`config.mk`:
```
export PLATFORM = sky130hd
export DESIGN_NAME = alu_multibyte_addsub_seq
export DESIGN_NICKNAME = d
export VERILOG_FILES = /design/src/rtl/alu_multibyte_addsub_seq.sv
export SDC_FILE = /design/constraint.sdc
export NUM_CORES = 1
export LEC_CHECK = 0
export BUFFER_PORTS_ARGS = -buffer_cell sky130_fd_sc_hd__buf_2
export CORE_MARGIN = 8
export CORE_UTILIZATION = 50
export CTS_CLUSTER_DIAMETER = 40
export CTS_CLUSTER_SIZE = 28
export DETAILED_ROUTE_END_ITERATION = 6
export GPL_TIMING_DRIVEN = 0
export PLACE_DENSITY = 0.72
export SLEW_MARGIN = 0
export SYNTH_ARGS = -nofsm -noshare
export SYNTH_HDL_FRONTEND = slang
export SYNTH_SLANG_ARGS = --single-unit
```
`constraint.sdc`:
```
create_clock -name clk -period 8.16 [get_ports clk]
set_clock_uncertainty 0.05 [all_clocks]
set_input_delay 1.224 -clock clk [delete_from_list [all_inputs] [get_ports clk]]
set_output_delay 1.224 -clock clk [all_outputs]
set_load 0.03 [all_outputs]
```
`src/rtl/alu_multibyte_addsub_seq.sv`:
```
// Multi-byte signed add/sub: one 8-bit ripple slice reused per cycle,
// LSB first, carry chained, result zeroed on signed overflow.
// Ports: clk, reset (sync, active-high); Start/Op/Cin/A/B request;
//        Ready (idle), Done (1-cycle pulse), Sum/Carry/Overflow result.
module alu_multibyte_addsub_seq #(
  parameter int NBYTES = 4
) (
  input  logic                  clk,
  input  logic                  reset,
  input  logic                  Start,
  input  logic                  Op,
  input  logic                  Cin,
  input  logic [8*NBYTES-1:0]   A,
  input  logic [8*NBYTES-1:0]   B,
  output logic                  Ready,
  output logic                  Done,
  output logic [8*NBYTES-1:0]   Sum,
  output logic                  Carry,
  output logic                  Overflow
);

  localparam int W  = 8 * NBYTES;
  localparam int IW = $clog2(NBYTES);

  typedef enum logic [1:0] {
    IDLE = 2'd0,
    RUN  = 2'd1,
    DONE = 2'd2
  } state_t;

  state_t state_q, state_n;

  logic [W-1:0]  a_q, b_q, part_q, part_n;
  logic [W-1:0]  sum_q;
  logic          op_q, cy_q;
  logic          carry_q, ovf_q;
  logic [IW-1:0] idx_q;

  logic [7:0]    a_b, b_b, s_b;
  logic          c7, c8, c;
  logic          last;

  assign last = (idx_q == IW'(NBYTES - 1));

  // Byte slice; subtract adds the inverted B byte (carry seeded with 1).
  always_comb begin
    a_b = a_q[idx_q*8 +: 8];
    b_b = b_q[idx_q*8 +: 8];
    if (op_q) b_b = ~b_b;
    s_b = '0;
    c7  = 1'b0;
    c   = cy_q;
    for (int k = 0; k < 8; k++) begin
      if (k == 7) c7 = c;
      s_b[k] = a_b[k] ^ b_b[k] ^ c;
      c      = (a_b[k] & b_b[k]) | (c & (a_b[k] ^ b_b[k]));
    end
    c8 = c;
  end

  always_comb begin
    part_n = part_q;
    part_n[idx_q*8 +: 8] = s_b;
  end

  always_ff @(posedge clk) begin
    if (reset) state_q <= IDLE;
    else       state_q <= state_n;
  end

  always_comb begin
    state_n = state_q;
    unique case (state_q)
      IDLE:    if (Start) state_n = RUN;
      RUN:     if (last)  state_n = DONE;
      DONE:    state_n = IDLE;
      default: state_n = IDLE;
    endcase
  end

  always_comb begin
    Ready = (state_q == IDLE);
    Done  = (state_q == DONE);
  end

  // Results are written only on the RUN->DONE edge so they hold
  // through any later RUN until the next completion.
  always_ff @(posedge clk) begin
    if (reset) begin
      a_q     <= '0;
      b_q     <= '0;
      op_q    <= 1'b0;
      cy_q    <= 1'b0;
      idx_q   <= '0;
      part_q  <= '0;
      sum_q   <= '0;
      carry_q <= 1'b0;
      ovf_q   <= 1'b0;
    end else begin
      unique case (state_q)
        IDLE: begin
          if (Start) begin
            a_q   <= A;
            b_q   <= B;
            op_q  <= Op;
            cy_q  <= Op ? 1'b1 : Cin;
            idx_q <= '0;
          end
        end
        RUN: begin
          part_q <= part_n;
          cy_q   <= c8;
          idx_q  <= idx_q + 1'b1;
          if (last) begin
            sum_q   <= (c8 ^ c7) ? '0 : part_n;
            carry_q <= c8;
            ovf_q   <= c8 ^ c7;
          end
        end
        default: ;
      endcase
    end
  end

  assign Sum      = sum_q;
  assign Carry    = carry_q;
  assign Overflow = ovf_q;

endmodule

```
**Word level (Yosys, flattened, before mapping)**

Cells that the tools add are included.

- Add/sub/neg operators: 2
- Reductions and logical operators: 6
- Mux-type cells: 11
- Shift operators: 4
- Bitwise gates (word level): 42
- Equality and inequality tests: 5

Operators with widths:

| kind | number |
|---|---|
| variable part select 32 x 6 -> 8 bit | 2 |
| negator 5 -> 34 bit | 1 |
| variable shift 8 x 34 -> 32 bit, first input constant | 1 |
| variable part select 8 x 34 -> 32 bit | 1 |
| bitwise mux 32 bit | 1 |
| two-way mux 32 bit | 1 |
| bitwise XOR 1 bit | 17 |
| AND 1 bit | 16 |
| two-way mux 8 bit | 1 |
| NOT 8 bit | 1 |
| OR 1 bit | 8 |
| one-hot mux 2 bit (2 select lines) | 2 |
| AND reduction 2 bit | 4 |
| two-way mux 2 bit | 3 |
| equality test 2 bit, second input constant | 2 |
| inequality test 2 bit, second input constant | 2 |
| adder 2 x 1 -> 2 bit, second input constant | 1 |
| equality test 2 x 1 -> 1 bit, second input constant | 1 |
| zero test 2 bit | 1 |
| two-way mux 1 bit | 2 |
| one-hot mux 1 bit (2 select lines) | 1 |
| nonzero test 2 bit | 1 |

- Output and inout port bits: 36
- Logic and storage cells: 80
- Flip-flop bits (word level): 136
- Bits of input ports: 69

**Longest topological paths before layout**

- Depth in word-level cells: 22
- Mapped depth: 17
- Depth with buffers taken out: 15

**Least setup slack after synthesis**

No wires, ideal clock.

- Path type: reg2reg
- From: register idx_q[0]
- To: register sum_q[0] (netlist: Sum[0])
- Path buffers: 3
- Slack: 3.084 ns
- Required time: 8.042 ns
- Arrival: 4.958 ns
- Period minus slack after synthesis: 5.076 ns
- Stages on the path, launching flop included: 18
- Setup time: 0.068 ns
- Path through: dfxtp_1 -> buf_4 -> buf_6 -> mux4_2 -> fa_1 -> fa_1 -> fa_1 -> fa_1 -> fa_1 -> inv_1 -> fa_1 -> fa_1 -> inv_1 -> fa_1 -> xnor2_1 -> or3_4 -> buf_6 -> o2bb2ai_2

- Word-level cells in the longest chain between the ends: 22
- Elaborated cells between the ends (all ways): 52
- Those cells by class: add/sub (1); eq/ne (1); shift (4); mux (3); bitwise (42); reduce/logical (1)

Ends and longest elaborated chain:

| element | line | text |
|---|---|---|
| start, declared | 37 | `logic [IW-1:0] idx_q;` |
| start signal, assigned | 113 | `idx_q <= idx_q + 1'b1;` |
| variable part select 32 x 6 -> 8 bit | 48 | `b_b = b_q[idx_q*8 +: 8];` |
| NOT 8 bit | 49 | `if (op_q) b_b = ~b_b;` |
| two-way mux 8 bit | 49 |  |
| bitwise XOR 1 bit | 56 | `c = (a_b[k] & b_b[k]) \| (c & (a_b[k] ^ b_b[k]));` |
| AND 1 bit | 56 |  |
| OR 1 bit | 56 |  |
| AND 1 bit | 56 |  |
| OR 1 bit | 56 |  |
| [... 7 more ...] | -- |  |
| OR 1 bit | 56 |  |
| AND 1 bit | 56 |  |
| OR 1 bit | 56 |  |
| AND 1 bit | 56 |  |
| OR 1 bit (*) | 56 |  |
| net c | 40 | `logic c7, c8, c;` |
| bitwise XOR 1 bit (*) | 115 | `sum_q <= (c8 ^ c7) ? '0 : part_n;` |
| two-way mux 32 bit (*) | 115 |  |
| end signal, assigned | 115 |  |
| end, declared | 34 | `logic [W-1:0] sum_q;` |

The timed path passes the listed nets; every way through them passes the cells marked *.
A chain may end at the register's enable or synchronous reset.

**Worst setup path after layout**

- From: register idx_q[0]
- To: register sum_q[10] (netlist: Sum[10])

Same word-level chain as after synthesis.

==> reports/qor.txt <==
GLOBAL ROUTE
-------------------------------------------------------------------------------------
Wire length of the first global-routing pass ...........................     26100 um
Via count of the first global-routing pass .............................         5252
Overall routing resource usage .........................................        0.207
GRT Residual Overflow ..................................................            0
Number of antenna violations at the first check in global routing ......            0
Pin count of the biggest net entering global routing ...................           17

CLOCK NETWORK
-------------------------------------------------------------------------------------
Clock root buffer master ............................................... sky130_fd_sc_hd__clkbuf_16
Post-CTS Setup Bufs ....................................................            0
Number of clock sinks ..................................................          136
Num CTS Buffers ........................................................           17
TritonCTS clock tree ...................................................         done
Number of H-tree levels ................................................            4
Resize count post-CTS ..................................................            0
Clock Pin Slew Worst Setup and Hold Paths ..............................      0.06 ns
CTS Buffer Depth .......................................................            2
Clk_lat worst skew .....................................................      0.43 ns
Hold buffer count at CTS ...............................................            0

YOSYS
-------------------------------------------------------------------------------------
Post-synthesis share of cell area spent on and, or, nand and nor gates .        0.164
Synth Instances ........................................................          638
Count of flip-flops with a built-in enable after synthesis .............            0
Compound-Gate Fraction of Synth Area ...................................        0.212
Flip-flop and latch count after synthesis ..............................          136
Main synth FF type ..................................................... sky130_fd_sc_hd__dfxtp_1
Fraction of registers with async set or reset after synthesis ..........            0
Top cells by area, synth ............................................... sky130_fd_sc_hd__dfxtp_1 (45%), sky130_fd_sc_hd__nand2_1 (8.3%), sky130_fd_sc_hd__a21oi_1 (8.0%)
Fraction of the yosys area taken by sequential cells ...................        0.449
Mux cell area share after synthesis ....................................       0.0627
Number of warnings reported in the yosys synthesis log .................            0
Area fraction of the dominant cell type after synthesis ................        0.449
Adder-cell share of the synthesized area ...............................       0.0388
Avg Cell Area, Syn .....................................................    9.51 um^2
Summed instance area of the synthesized netlist ........................    6070 um^2
Largest family of logic cells by synthesized area ...................... compound AO/OA/AOI/OAI gates
Library cell with the largest summed area after synthesis .............. sky130_fd_sc_hd__dfxtp_1
Area share of xor/xnor cells in the synthesized design .................       0.0130
Post-synthesis cell type count .........................................           39
Net Count, Synth .......................................................          721

POWER AND IR DROP
-------------------------------------------------------------------------------------
Fraction of power spent switching nets .................................        0.248
Internal power .........................................................    0.00127 W
Cell leakage power .....................................................      3.02 nW
Power share of the clock group .........................................        0.469
Post-layout power ......................................................    0.00169 W
Net switching power ....................................................   0.000418 W
VDD IR max .............................................................   0.000181 V
Pwr per Cell Area ......................................................  228 nW/um^2
Seq pwr share ..........................................................        0.415
Share of power burned in combinational logic ...........................        0.116

PLACED DESIGN
-------------------------------------------------------------------------------------
Setup WS pre-CTS .......................................................      2.59 ns
Detail Placement HPWL ..................................................     11600 um
Placed cell count ......................................................          888
Number of input and output port buffers inserted .......................          103
Placer Congestion ......................................................        0.839

LAYOUT
-------------------------------------------------------------------------------------
Growth of design area from synthesis to finish .........................        21.8%
Number of inserted filler cells in the final layout ....................         1044
Share of final-layout standard cells stronger than drive strength 1 ....        0.298
Number of nets in the final layout .....................................          843
Final antenna diode count ..............................................            0
Non-filler instance count after layout .................................          919

SETUP PATH
-------------------------------------------------------------------------------------
CP Cell Sequence ....................................................... buf_4 -> buf_6 -> mux4_2 -> fa_1 -> fa_1 -> fa_1 -> fa_1 -> fa_1 -> inv_1 -> fa_1 -> fa_1 -> inv_1 -> fa_1 -> xnor2_1 -> or3_4 -> buf_6 -> o2bb2ai_2
Maximum single-stage delay on the critical path ........................      0.55 ns
Cell type with the highest occurrence count on the critical path ....... sky130_fd_sc_hd__fa_1
Depth of the critical timing path with buffers and inverters included ..           17
Biggest fanout along the worst timing path .............................           10
Critical path start-end classification .................................      reg2reg
Register-to-Register Path Depth ........................................           17
Worst Setup End Kind ...................................................         flop
R2r startpoint .........................................................     idx_q[0]
Crit path capture ......................................................      Sum[10]
Critical Path AT .......................................................      5.90 ns
Critical-path top delay cell ........................................... sky130_fd_sc_hd__mux4_2
Register-to-Register Setup Slack .......................................      2.57 ns
Launch point of the critical path ......................................     idx_q[0]
Worst flop-to-flop path endpoint .......................................      Sum[10]
Data required, critical path ...........................................      8.47 ns
Worst path bufs/invs ...................................................            5
Top delay family on crit path ..........................................  adder cells
Worst Setup Start Kind .................................................         flop

FLOORPLANNING
-------------------------------------------------------------------------------------
Effective utilization at floorplan .....................................        0.509
Floorplan die area .....................................................   15900 um^2
Number of placed I/O pins ..............................................          105
Die H ..................................................................       126 um
Horizontal extent of the die ...........................................       126 um
Core ar. ...............................................................   11900 um^2
Site Rows ..............................................................           40

STA
-------------------------------------------------------------------------------------
Relative slew slack ....................................................        0.603
Transition time of the tightest slew-check pin .........................     0.595 ns
Total negative setup slack .............................................         0 ns
Min cycle time layout ..................................................      5.59 ns
Pins over their slew limit .............................................            0
Worst Setup Slack, final ...............................................      2.57 ns
Final-report setup violation count .....................................            0
Unrepaired setup endpoints after global routing ........................        false
Fmax ...................................................................      179 MHz
Final hold violations ..................................................            0
Period Utilization, post-route .........................................        0.685

OUTCOME
-------------------------------------------------------------------------------------
Result of the run ...................................................... finished, final reports clean

ROUTE
-------------------------------------------------------------------------------------
Wire length reported by the detailed router ............................     16000 um
Via Count ..............................................................         5115
Iteration count of the initial detailed-routing pass ...................            5
Iter 0 DRT Violations ..................................................          374
Drt wl/cell ............................................................      17.4 um
DR DRC count ...........................................................            0
Average vias per placed instance .......................................         5.57
Number of nets still failing antenna checks after routing ..............            0

HOLD PATH
-------------------------------------------------------------------------------------
Classification of the worst-slack hold path ............................      reg2reg

JOB
-------------------------------------------------------------------------------------
Max cap viols ..........................................................            0

[layout make-up]
class	instances	area, um^2	area share
plain buffers	61	329	0.0445
well taps	147	184	0.0249
multi-input cells	430	2980	0.403
clock inverters	6	85.1	0.0115
inverters	11	41.3	0.00559
flip-flops and latches	136	2720	0.369
clock buffers	25	536	0.0725
repair buffers	103	515	0.0698
[cells by family after synthesis]
family                     Yosys count
and+or+nand+nor                    220
AOI/OAI and AO/OA                  169
DFF                                136
buffers and inverters               72
muxes                               18
adders and majority gates           14
xor gates and xnor gates             9
[metal layers]
metal  wire, um  GRT usage  share of wire  vias up
met1       6970      0.250           0.43     2406
li1           -          -              -     2460
met2       7730      0.342           0.48      220
met3       1070     0.0629          0.067       29
met4        271     0.0722          0.017        0
met5          0          0              0        -
[power by group through the flow]
stage	combinational [W]	clock (W)	sequential (W)
finish	0.000196	0.000791	0.000699
floorplan	0.000127	0	0.000709
global placement	0.000189	0	0.000711
global route	0.000214	0.000832	0.000701
detailed placement	0.000194	0	0.000713
CTS	0.000194	0.000797	0.000699
[stage by stage]
stage | util | hold slack [ns] | instance area [um^2]
2_1_floorplan | - | 0.383 | 6070
3_3_place_gp | 0.568 | 0.389 | 6770
3_5_place_dp | 0.568 | 0.397 | 6770
4_1_cts | 0.620 | 0.404 | 7390
5_1_grt | 0.620 | 0.422 | 7390
6_report | 0.620 | 0.403 | 7390
[worst min path at each step]
stage / start / to / slack [ns] / cells after the start
after floorplan: a_q[16] / a_q[16] / 0.38 / 2
after global placement: a_q[8] / a_q[8] / 0.39 / 2
after detailed placement: a_q[20] / a_q[20] / 0.40 / 2
after CTS: a_q[11] / a_q[11] / 0.40 / 2
after global routing: b_q[1] / b_q[1] / 0.42 / 2
final: a_q[11] / a_q[11] / 0.40 / 2
[worst min-delay path: stages (launching register included)]
cell	delay [ns]
sky130_fd_sc_hd__dfxtp_1	0.30
sky130_fd_sc_hd__nand2_1	0.05
sky130_fd_sc_hd__a21oi_1	0.05
[cell usage in the layout (no fill, tap or decap), types with 6 or more instances in the layout]
master and instances:
sky130_fd_sc_hd__mux4_2 16, sky130_fd_sc_hd__clkbuf_1 12, sky130_fd_sc_hd__clkbuf_8 8, sky130_fd_sc_hd__a21oi_1 97, sky130_fd_sc_hd__nand2_1 134, sky130_fd_sc_hd__ha_1 6
sky130_fd_sc_hd__xor2_1 6, sky130_fd_sc_hd__fa_1 8, sky130_fd_sc_hd__nor2b_1 32, sky130_fd_sc_hd__clkbuf_16 17, sky130_fd_sc_hd__clkbuf_2 6, sky130_fd_sc_hd__o2bb2ai_2 30
sky130_fd_sc_hd__dfxtp_1 136, sky130_fd_sc_hd__nor2_1 37, sky130_fd_sc_hd__buf_4 7, sky130_fd_sc_hd__inv_1 11, sky130_fd_sc_hd__a32oi_1 32, sky130_fd_sc_hd__buf_2 132
[cells in the mapped netlist, types with 6 or more instances]
master	count
sky130_fd_sc_hd__o2bb2ai_2	30
sky130_fd_sc_hd__a32oi_1	32
sky130_fd_sc_hd__nor2b_1	32
sky130_fd_sc_hd__inv_1	11
sky130_fd_sc_hd__buf_4	7
sky130_fd_sc_hd__a21oi_1	97
sky130_fd_sc_hd__clkbuf_2	6
sky130_fd_sc_hd__clkbuf_1	12
sky130_fd_sc_hd__fa_1	8
sky130_fd_sc_hd__nor2_1	37
sky130_fd_sc_hd__nand2_1	134
sky130_fd_sc_hd__dfxtp_1	136
sky130_fd_sc_hd__xor2_1	6
sky130_fd_sc_hd__ha_1	6
sky130_fd_sc_hd__mux4_2	16
sky130_fd_sc_hd__buf_2	29
[sequential cells by signal, indices dropped and copies added, names as in the netlist]
register  count
Sum          32
idx_q         2
Carry         1
cy_q          1
state_q       2
a_q          32
part_q       32
b_q          32
op_q          1
Overflow      1
(Power assumes the default switching activity.)
